[src/rtl/piso_stream_pkg.sv]
// Shared definitions for the bit-serial converters: shifter FSM states and bit selection.
package piso_pkg;

  localparam int MAX_W = 64;

  typedef enum logic {S_IDLE, S_SHIFT} state_t;

  // Picks transmission-order bit cnt of a word whose top bit index is top.
  function automatic logic bit_sel(input logic [MAX_W-1:0] word,
                                   input logic [5:0]       cnt,
                                   input logic             lsb_first,
                                   input logic [5:0]       top);
    logic [5:0] idx;
    idx = lsb_first ? cnt : (top - cnt);
    return word[idx];
  endfunction

endpackage

[src/rtl/piso_stream_if.sv]
// Word-in / bit-out stream bundle; slave is the converter's view, master the environment's.
interface piso_stream_if #(parameter int DATA_W = 8);
  logic [DATA_W-1:0] in_data;
  logic              in_valid;
  logic              in_ready;
  logic              lsb_first;
  logic              sout;
  logic              sout_valid;
  logic              sout_ready;
  logic              sout_first;
  logic              sout_last;
  logic              busy;

  modport slave (input  in_data, in_valid, lsb_first, sout_ready,
                 output in_ready, sout, sout_valid, sout_first, sout_last, busy);
  modport master(output in_data, in_valid, lsb_first, sout_ready,
                 input  in_ready, sout, sout_valid, sout_first, sout_last, busy);
endinterface

[src/rtl/piso_stream_hold_reg.sv]
// One-entry skid register: captures a word and its order flag on load, empties on drain.
module piso_hold_reg #(
  parameter int DATA_W = 8
) (
  input  logic              clk,
  input  logic              reset,
  input  logic              load,
  input  logic              drain,
  input  logic [DATA_W-1:0] d_data,
  input  logic              d_lsb,
  output logic [DATA_W-1:0] q_data,
  output logic              q_lsb,
  output logic              full
);

  always_ff @(posedge clk or posedge reset) begin
    if (reset) begin
      q_data <= '0;
      q_lsb  <= 1'b0;
      full   <= 1'b0;
    end else begin
      if (load) begin
        q_data <= d_data;
        q_lsb  <= d_lsb;
      end
      // load and drain never coincide: a load needs the entry empty
      if (load)       full <= 1'b1;
      else if (drain) full <= 1'b0;
    end
  end

endmodule

[src/rtl/piso_stream.sv]
// Parallel-in serial-out converter: word handshake in, one bit per handshake out,
// per-word MSB/LSB order, with a one-word holding register for gapless streaming.
module piso_stream
  import piso_pkg::*;
#(
  parameter int DATA_W = 8
) (
  input  logic           clk,
  input  logic           reset,
  piso_stream_if.slave   s
);

  localparam int              CNT_W    = $clog2(DATA_W);
  localparam logic [CNT_W-1:0] CNT_LAST = CNT_W'(DATA_W - 1);
  localparam logic [5:0]      TOP_IDX  = 6'(DATA_W - 1);

  state_t            state_p0, nxt_state;
  logic [DATA_W-1:0] word_p0, nxt_word;
  logic              lsb_p0, nxt_lsb;
  logic [CNT_W-1:0]  cnt_p0, nxt_cnt;
  logic              vld_p0;

  logic [DATA_W-1:0] hold_data;
  logic              hold_lsb;
  logic              hold_full;

  logic accept, xfer, end_word, shifter_free, bypass, hold_load, hold_drain;

  assign vld_p0       = (state_p0 == S_SHIFT);
  assign accept       = s.in_valid && !hold_full;
  assign xfer         = vld_p0 && s.sout_ready;
  assign end_word     = xfer && s.sout_last;
  assign shifter_free = !vld_p0 || end_word;
  assign bypass       = accept && shifter_free;
  assign hold_load    = accept && !shifter_free;
  assign hold_drain   = end_word && hold_full;

  assign s.in_ready   = !hold_full;
  assign s.sout_valid = vld_p0;
  assign s.busy       = vld_p0 || hold_full;

  piso_hold_reg #(.DATA_W(DATA_W)) u_hold (
    .clk    (clk),
    .reset  (reset),
    .load   (hold_load),
    .drain  (hold_drain),
    .d_data (s.in_data),
    .d_lsb  (s.lsb_first),
    .q_data (hold_data),
    .q_lsb  (hold_lsb),
    .full   (hold_full)
  );

  // Held word has priority at end of word; input can only bypass when the hold is empty.
  always_comb begin
    nxt_state = state_p0;
    nxt_word  = word_p0;
    nxt_lsb   = lsb_p0;
    nxt_cnt   = cnt_p0;
    if (hold_drain) begin
      nxt_state = S_SHIFT;
      nxt_word  = hold_data;
      nxt_lsb   = hold_lsb;
      nxt_cnt   = '0;
    end else if (bypass) begin
      nxt_state = S_SHIFT;
      nxt_word  = s.in_data;
      nxt_lsb   = s.lsb_first;
      nxt_cnt   = '0;
    end else if (end_word) begin
      nxt_state = S_IDLE;
      nxt_cnt   = '0;
    end else if (xfer) begin
      nxt_cnt   = cnt_p0 + 1'b1;
    end
  end

  // Serial outputs are registered from the next-state word/counter so they change with the edge.
  always_ff @(posedge clk or posedge reset) begin
    if (reset) begin
      state_p0     <= S_IDLE;
      word_p0      <= '0;
      lsb_p0       <= 1'b0;
      cnt_p0       <= '0;
      s.sout       <= 1'b0;
      s.sout_first <= 1'b0;
      s.sout_last  <= 1'b0;
    end else begin
      state_p0     <= nxt_state;
      word_p0      <= nxt_word;
      lsb_p0       <= nxt_lsb;
      cnt_p0       <= nxt_cnt;
      s.sout       <= (nxt_state == S_SHIFT) &&
                      bit_sel(MAX_W'(nxt_word), 6'(nxt_cnt), nxt_lsb, TOP_IDX);
      s.sout_first <= (nxt_state == S_SHIFT) && (nxt_cnt == '0);
      s.sout_last  <= (nxt_state == S_SHIFT) && (nxt_cnt == CNT_LAST);
    end
  end

endmodule
[src/flat_wrapper.sv]
// flat-port wrapper written by rule: the top's interface ports become plain ports
module piso_stream_flat import piso_pkg::*;
#(
  parameter int DATA_W = 8
)
  (clk, reset, s_in_data, s_in_valid, s_lsb_first, s_sout_ready, s_in_ready, s_sout, s_sout_valid, s_sout_first, s_sout_last, s_busy);
  piso_stream_if #(.DATA_W(DATA_W)) s_i ();
  input  logic clk;
  input  logic reset;
  input wire logic [$bits(s_i.in_data)-1:0] s_in_data;
  input wire logic [$bits(s_i.in_valid)-1:0] s_in_valid;
  input wire logic [$bits(s_i.lsb_first)-1:0] s_lsb_first;
  input wire logic [$bits(s_i.sout_ready)-1:0] s_sout_ready;
  output wire logic [$bits(s_i.in_ready)-1:0] s_in_ready;
  output wire logic [$bits(s_i.sout)-1:0] s_sout;
  output wire logic [$bits(s_i.sout_valid)-1:0] s_sout_valid;
  output wire logic [$bits(s_i.sout_first)-1:0] s_sout_first;
  output wire logic [$bits(s_i.sout_last)-1:0] s_sout_last;
  output wire logic [$bits(s_i.busy)-1:0] s_busy;
  assign s_i.in_data = s_in_data;
  assign s_i.in_valid = s_in_valid;
  assign s_i.lsb_first = s_lsb_first;
  assign s_i.sout_ready = s_sout_ready;
  assign s_in_ready = s_i.in_ready;
  assign s_sout = s_i.sout;
  assign s_sout_valid = s_i.sout_valid;
  assign s_sout_first = s_i.sout_first;
  assign s_sout_last = s_i.sout_last;
  assign s_busy = s_i.busy;
  piso_stream #(.DATA_W(DATA_W)) u_core (.clk(clk), .reset(reset), .s(s_i));
endmodule
[config.mk]
export PLATFORM = sky130hd
export DESIGN_NAME = piso_stream_flat
export DESIGN_NICKNAME = d
export VERILOG_FILES = /design/src/rtl/piso_stream_pkg.sv /design/src/rtl/piso_stream_if.sv /design/src/rtl/piso_stream_hold_reg.sv /design/src/rtl/piso_stream.sv /design/src/flat_wrapper.sv
export SDC_FILE = /design/constraint.sdc
export NUM_CORES = 1
export LEC_CHECK = 0
export CORE_MARGIN = 1.5
export CORE_UTILIZATION = 28
export CTS_BUF_LIST = sky130_fd_sc_hd__clkbuf_16
export DETAILED_ROUTE_END_ITERATION = 8
export SYNTH_ARGS = -nofsm -noshare
export SYNTH_HDL_FRONTEND = slang
export SYNTH_SLANG_ARGS = --single-unit
[constraint.sdc]
create_clock -name clk -period 3.4 [get_ports clk]
set_input_delay 0.51 -clock clk [delete_from_list [all_inputs] [get_ports clk]]
set_output_delay 0.51 -clock clk [all_outputs]
set_load 0.005 [all_outputs]
==> reports/results.ini, run 1 <==
[outcome]
status = finished clean

[global_routing]
antenna_found_initial = 0
grt_first_pass_wirelength_mm = 5.09
grt_overflow_total = 0
grt_use_total = 0.123
first_global_vias = 1035
grt_max_degree = 27

[worst_setup_path]
endpoint_kind = flip-flop
critPathArrivalTime_ns = 2.77
path_class = in -> reg
start_kind = primary input
required_ns = 3.57
cp_max_fo = 14

[route]
wirelength_mm = 2.99
drc = 0
vias = 1124
drt_iter0_drc = 89
vias_per_cell = 4.89
ant_nets = 0
post_drt_wl_per_cell_um = 13.0
drtPass1Iterations = 4

[finish]
antenna_cells = 0
final_cell_area_mm2 = 0.00172
nNetsFinal = 178
area_growth_pct = 22.1
drive_above_1_share = 0.135

[floorplanning]
die-area_mm2 = 0.00546
core_mm2 = 0.00479
fp-row-count = 25
die_w_um = 73.9
die_y_um = 73.9
start_util = 0.294
io_pins = 19

[logic_synthesis]
yosysTopAreaCell = dfrtp_1
synth_area_leaders = dfrtp_1 (46%), mux2_2 (7.2%), nand2_1 (4.5%), nand3_1 (3.6%), a31oi_1 (3.1%)
synth_top_family_by_area = simple AND/OR/NAND/NOR gates
synth.mux.area_fraction = 0.0791
synth_edf_count = 0
mappedNetlistArea_mm2 = 0.00141
postSynth.asyncResetShare = 1.00
synth_most_common_cell = dfrtp_1
ys_ff_latch = 26
synthXorXnorAreaFrac = 0.00622
postSynthCellCount = 146
synth_common_cells = dfrtp_1 (26), nand2_1 (17), nand3_1 (10), nor2_1 (10), mux2_2 (9)
synth_flop_cell = dfrtp_1
avgSynthCellArea_um2 = 9.64
synth_adder_area_share = 0.00889
yosysSeqAreaShare = 0.462
synth_compound_area_frac = 0.188
synth_top_area_share = 0.462
ys_warn_count = 0
syn_nets = 160
synth_simple_gate_area_frac = 0.212
synth_cell_types = 43

[sta]
hold-worst-slack_ns = 0.508
tightest_slew_ns = 1.03
drv_slew = 0
hold_viol_final = 0
setup_viol = 0
skew_ns = 0.00158
fmaxAchievable_ghz = 0.384
slew_headroom = 0.311
tns_ns = 0
rsz0062_at_grt = false
period_needed_ns = 2.61
period_share = 0.767

[cts]
cts_buffer_depth = 2
cts_hold_buf = 0
clock-root-buffer = clkbuf_16
clock_sink_count = 26
cts-resized-gates = 0
htreeDepth = 1
cts.clk_slew.worst_paths_ns = 0.06
post_cts_buffers = 0
clkLatencyLatePin_ns = 0.26
cts_tree = yes
cts_buffers = 3

[pwr]
power-per-cell-area_mw_per_mm2 = 867
power_mw = 1.49
power.leakage_nw = 0.697
irDropWorstVdd_v = 0.000265

[run]
cap_violations = 0

[worst_hold_path]
min_path_type = reg -> reg

[placed_design]
hpwl_mm = 2.18
placed_area_mm2 = 0.00164
gp_congestion = 0.819
port_buffers = 18

-- sequential cells by signal (all words and copies together), names as in the netlist --
register,cells
u_core.cnt_p0,3
u_core.lsb_p0,1
u_core.s.sout,1
u_core.s.sout_first,1
u_core.s.sout_last,1
u_core.s.sout_valid,1
u_core.u_hold.full,1
u_core.u_hold.q_data,8
u_core.u_hold.q_lsb,1
u_core.word_p0,8
-- cells in the final DEF, fill, tap and decap left out, types with 3 or more instances in the layout --
cell and n:
inv_1 5, and3_1 3, nand3_1 10, clkbuf_16 3
nand2_1 17, and2_1 4, o21ai_0 7, dfrtp_1 26
a31oi_1 7, mux2_2 9, nand2b_1 4, a21oi_1 6
nor2_1 10, clkdlybuf4s50_1 18
-- path summary, 6_finish.rpt --
check,start,end,slack [ns],cells past startpoint
max reg2reg,u_core.s.sout_valid,u_core.s.sout,1.00,7
min in group asynchronous,reset,u_core.u_hold.q_data[1],0.80,2
min,u_core.u_hold.q_data[0],u_core.u_hold.q_data[0],0.51,1
max,s_sout_ready,u_core.s.sout,0.79,8
min reg2reg,u_core.u_hold.q_data[0],u_core.u_hold.q_data[0],0.51,1
max in group asynchronous,reset,u_core.u_hold.q_data[2],1.97,2
-- worst max-delay path, stage by stage --
cell             delay, ns
clkdlybuf4s50_1       0.55
a21boi_0              0.40
o21ai_1               0.14
a21oi_2               0.46
o21ai_0               0.17
o221ai_1              0.20
a21oi_1               0.11
a311oi_2              0.23
-- layout make-up --
class / instances / area (um2)
multi-input cells: 108 / 694
clock inverters: 1 / 3.75
well taps: 67 / 83.8
repair buffers: 19 / 188
clock buffers: 3 / 75.1
fillers: 493 / 3070
flip-flops and latches: 26 / 651
inverters: 6 / 23.8
-- kinds of logic (layout without fill, tap and decap cells) --
logic type      after synthesis  count (layout)
mux                          10              10
buf+inv                      12              29
xor+xnor                      1               1
simple gates                 59              59
flops                        26              26
fa+ha+maj                     1               1
compound gates               37              37
-- power by group --
part,leakage [nW],switching [mW],internal (mW)
clock,0.0385,0.101,0.157
sequential,0.310,0.0930,0.453
combinational,0.348,0.363,0.323
total,0.697,0.557,0.933
-- through the flow --
| stage | setup WS [ns] | std cells | utilization |
|---|---|---|---|
| floorplan | 1.53 | 146 | - |
| global placement | 0.609 | 226 | 0.343 |
| detailed placement | 0.550 | 226 | 0.343 |
| CTS | 0.806 | 230 | 0.359 |
| global route | 0.571 | 230 | 0.359 |
| finish | 0.793 | 230 | 0.359 |
-- metal layers --
layer / part of all wire / GRT usage / vias up / wire [um]
met5: 0 / 0 / - / 0
met4: 0.011 / 0.0309 / 0 / 34
met3: 0.034 / 0.0370 / 4 / 102
met2: 0.45 / 0.182 / 23 / 1350
met1: 0.50 / 0.176 / 535 / 1510
li1: - / - / 562 / -
(Power assumes the default switching activity.)
==> inputs of run 2 (changes only) <==
Clock period 3.4 ns to 2.5 ns, I/O delays scaled along.
==> run 2 against run 1 <==
  * Final area is 7.9% higher
  * Global-route usage is 0.27 points higher
  * Sequential cell count stayed put
  * Critical endpoint unchanged
  * Critical path depth is 1 higher
  * Hold slack worse by 0.039 ns
  * Utilization is 2.8 points higher
  * Sequential share of layout area is 2.8 points lower
==> reports/results.ini, run 2 (synthesis gave the netlist of run 1 again) <==
[floorplanning]
io_pins = 19
die-area_mm2 = 0.00546
core_mm2 = 0.00479
start_util = 0.294
die_w_um = 73.9
fp-row-count = 25
die_y_um = 73.9

[cts]
clock_sink_count = 26
clkLatencyLatePin_ns = 0.26
post_cts_buffers = 0
htreeDepth = 1
cts_tree = yes
cts.clk_slew.worst_paths_ns = 0.06
cts_buffers = 3
clock-root-buffer = clkbuf_16
cts_buffer_depth = 2
cts-resized-gates = 0
cts_hold_buf = 0

[route]
drc = 0
wl_met2_mm = 1.36
drtPass1Iterations = 4
wl_met3_um = 127
wirelength_mm = 3.09
vias = 1173
vias_per_cell = 4.73
drt_iter0_drc = 42
wl_met1_mm = 1.53
ant_nets = 0
post_drt_wl_per_cell_um = 12.4
routed.top_layer = met4

[worst_setup_path]
required_ns = 2.67
endpoint_kind = flip-flop
r2r_cells = 8
cp_max_fo = 8
r2r_setup_slack_ns = 0.34
path_class = in -> reg
start_kind = primary input
critPathArrivalTime_ns = 2.42
timing.rr.end = u_core.s.sout
reg2reg_from = u_core.u_hold.full

[sta]
slew_headroom = 0.773
setup_viol = 0
period_share = 0.900
hold_viol_final = 0
tightest_slew_ns = 0.341
tns_ns = 0
drv_slew = 0
hold-worst-slack_ns = 0.469
skew_ns = 0.00446
rsz0062_at_grt = false
period_needed_ns = 2.25
fmaxAchievable_ghz = 0.444

[finish]
antenna_cells = 0
drive_above_1_share = 0.221
final_cell_area_mm2 = 0.00185
fin_cells = 248
fill_cells = 483
nNetsFinal = 196
area_growth_pct = 31.7
reg.largest.list = u_core.u_hold.q_data: 8 flops, u_core.word_p0: 8 flops, u_core.cnt_p0: 3 flops
layout_common_cells = dfrtp_1 (26), buf_4 (19), clkdlybuf4s50_1 (18), nand2_1 (17)
mostFrequentLayoutCell = dfrtp_1

[global_routing]
first_global_vias = 1071
grt_first_pass_wirelength_mm = 5.20
antenna_found_initial = 0
grt_use_total = 0.126
grt_overflow_total = 0
grt_max_degree = 27

[placed_design]
gp_congestion = 0.860
hpwl_mm = 2.31
placed_area_mm2 = 0.00178
port_buffers = 18
dp.cells = 244

[pwr]
irDropWorstVdd_v = 0.000324
power_mw = 2.16
power-per-cell-area_mw_per_mm2 = 1170
power.leakage_nw = 0.784

[outcome]
status = finished clean

[run]
cap_violations = 0

[worst_hold_path]
min_path_type = in -> async

-- run 2: cell count changes in the layout (fill, tap and decap cells not counted) --
cell	previous run	this run
buf_4	1	19
-- run 2: per-layer routing --
| metal | vias to the layer above | GRT usage |
|---|---|---|
| li1 | 600 | - |
| met1 | 545 | 0.179 |
| met2 | 23 | 0.185 |
| met3 | 5 | 0.0206 |
| met4 | 0 | 0.0617 |
| met5 | - | 0 |
-- run 2: critical path, stage by stage --
cell and delay (ns):
clkdlybuf4s50_1 0.61, nand2_2 0.13, or3_1 0.31, and3_1 0.25, clkinv_2 0.12, a21oi_1 0.06, o221ai_1 0.21, a21oi_1 0.12
a311oi_2 0.23
-- run 2: how the worst max path moves through the flow --
stage                             startpoint            end  slack, ns  cells after the start
after global placement          s_sout_ready  u_core.s.sout      0.007                      9
final                           s_sout_ready  u_core.s.sout       0.25                      9
after detailed placement        s_sout_ready  u_core.s.sout      0.003                      9
after CTS                       s_sout_ready  u_core.s.sout       0.26                      9
after floorplan           u_core.s.sout_last  u_core.s.sout       0.63                      8
after global routing            s_sout_ready  u_core.s.sout       0.10                      9
-- run 2: area by class of cell --
class | count | area [um2] | share of cell area
Multi-Input combinational cell | 108 | 694 | 0.374
Sequential cell | 26 | 651 | 0.351
Timing Repair Buffer | 37 | 323 | 0.174
Tap cell | 67 | 83.8 | 0.0452
Clock buffer | 3 | 75.1 | 0.0405
Inverter | 6 | 23.8 | 0.0128
Clock inverter | 1 | 3.75 | 0.00202
-- run 2: stage by stage --
step           setup slack, ns   util
6_report                 0.250  0.387
5_1_grt                  0.105  0.387
4_1_cts                  0.259  0.387
3_5_place_dp           0.00334  0.371
3_3_place_gp           0.00711  0.371
2_1_floorplan            0.629      -
-- run 2: report_power, final --
part / internal, mW / switching (mW)
Sequential: 0.616 / 0.114
Combinational: 0.548 / 0.526
Clock: 0.214 / 0.143
Total: 1.38 / 0.783
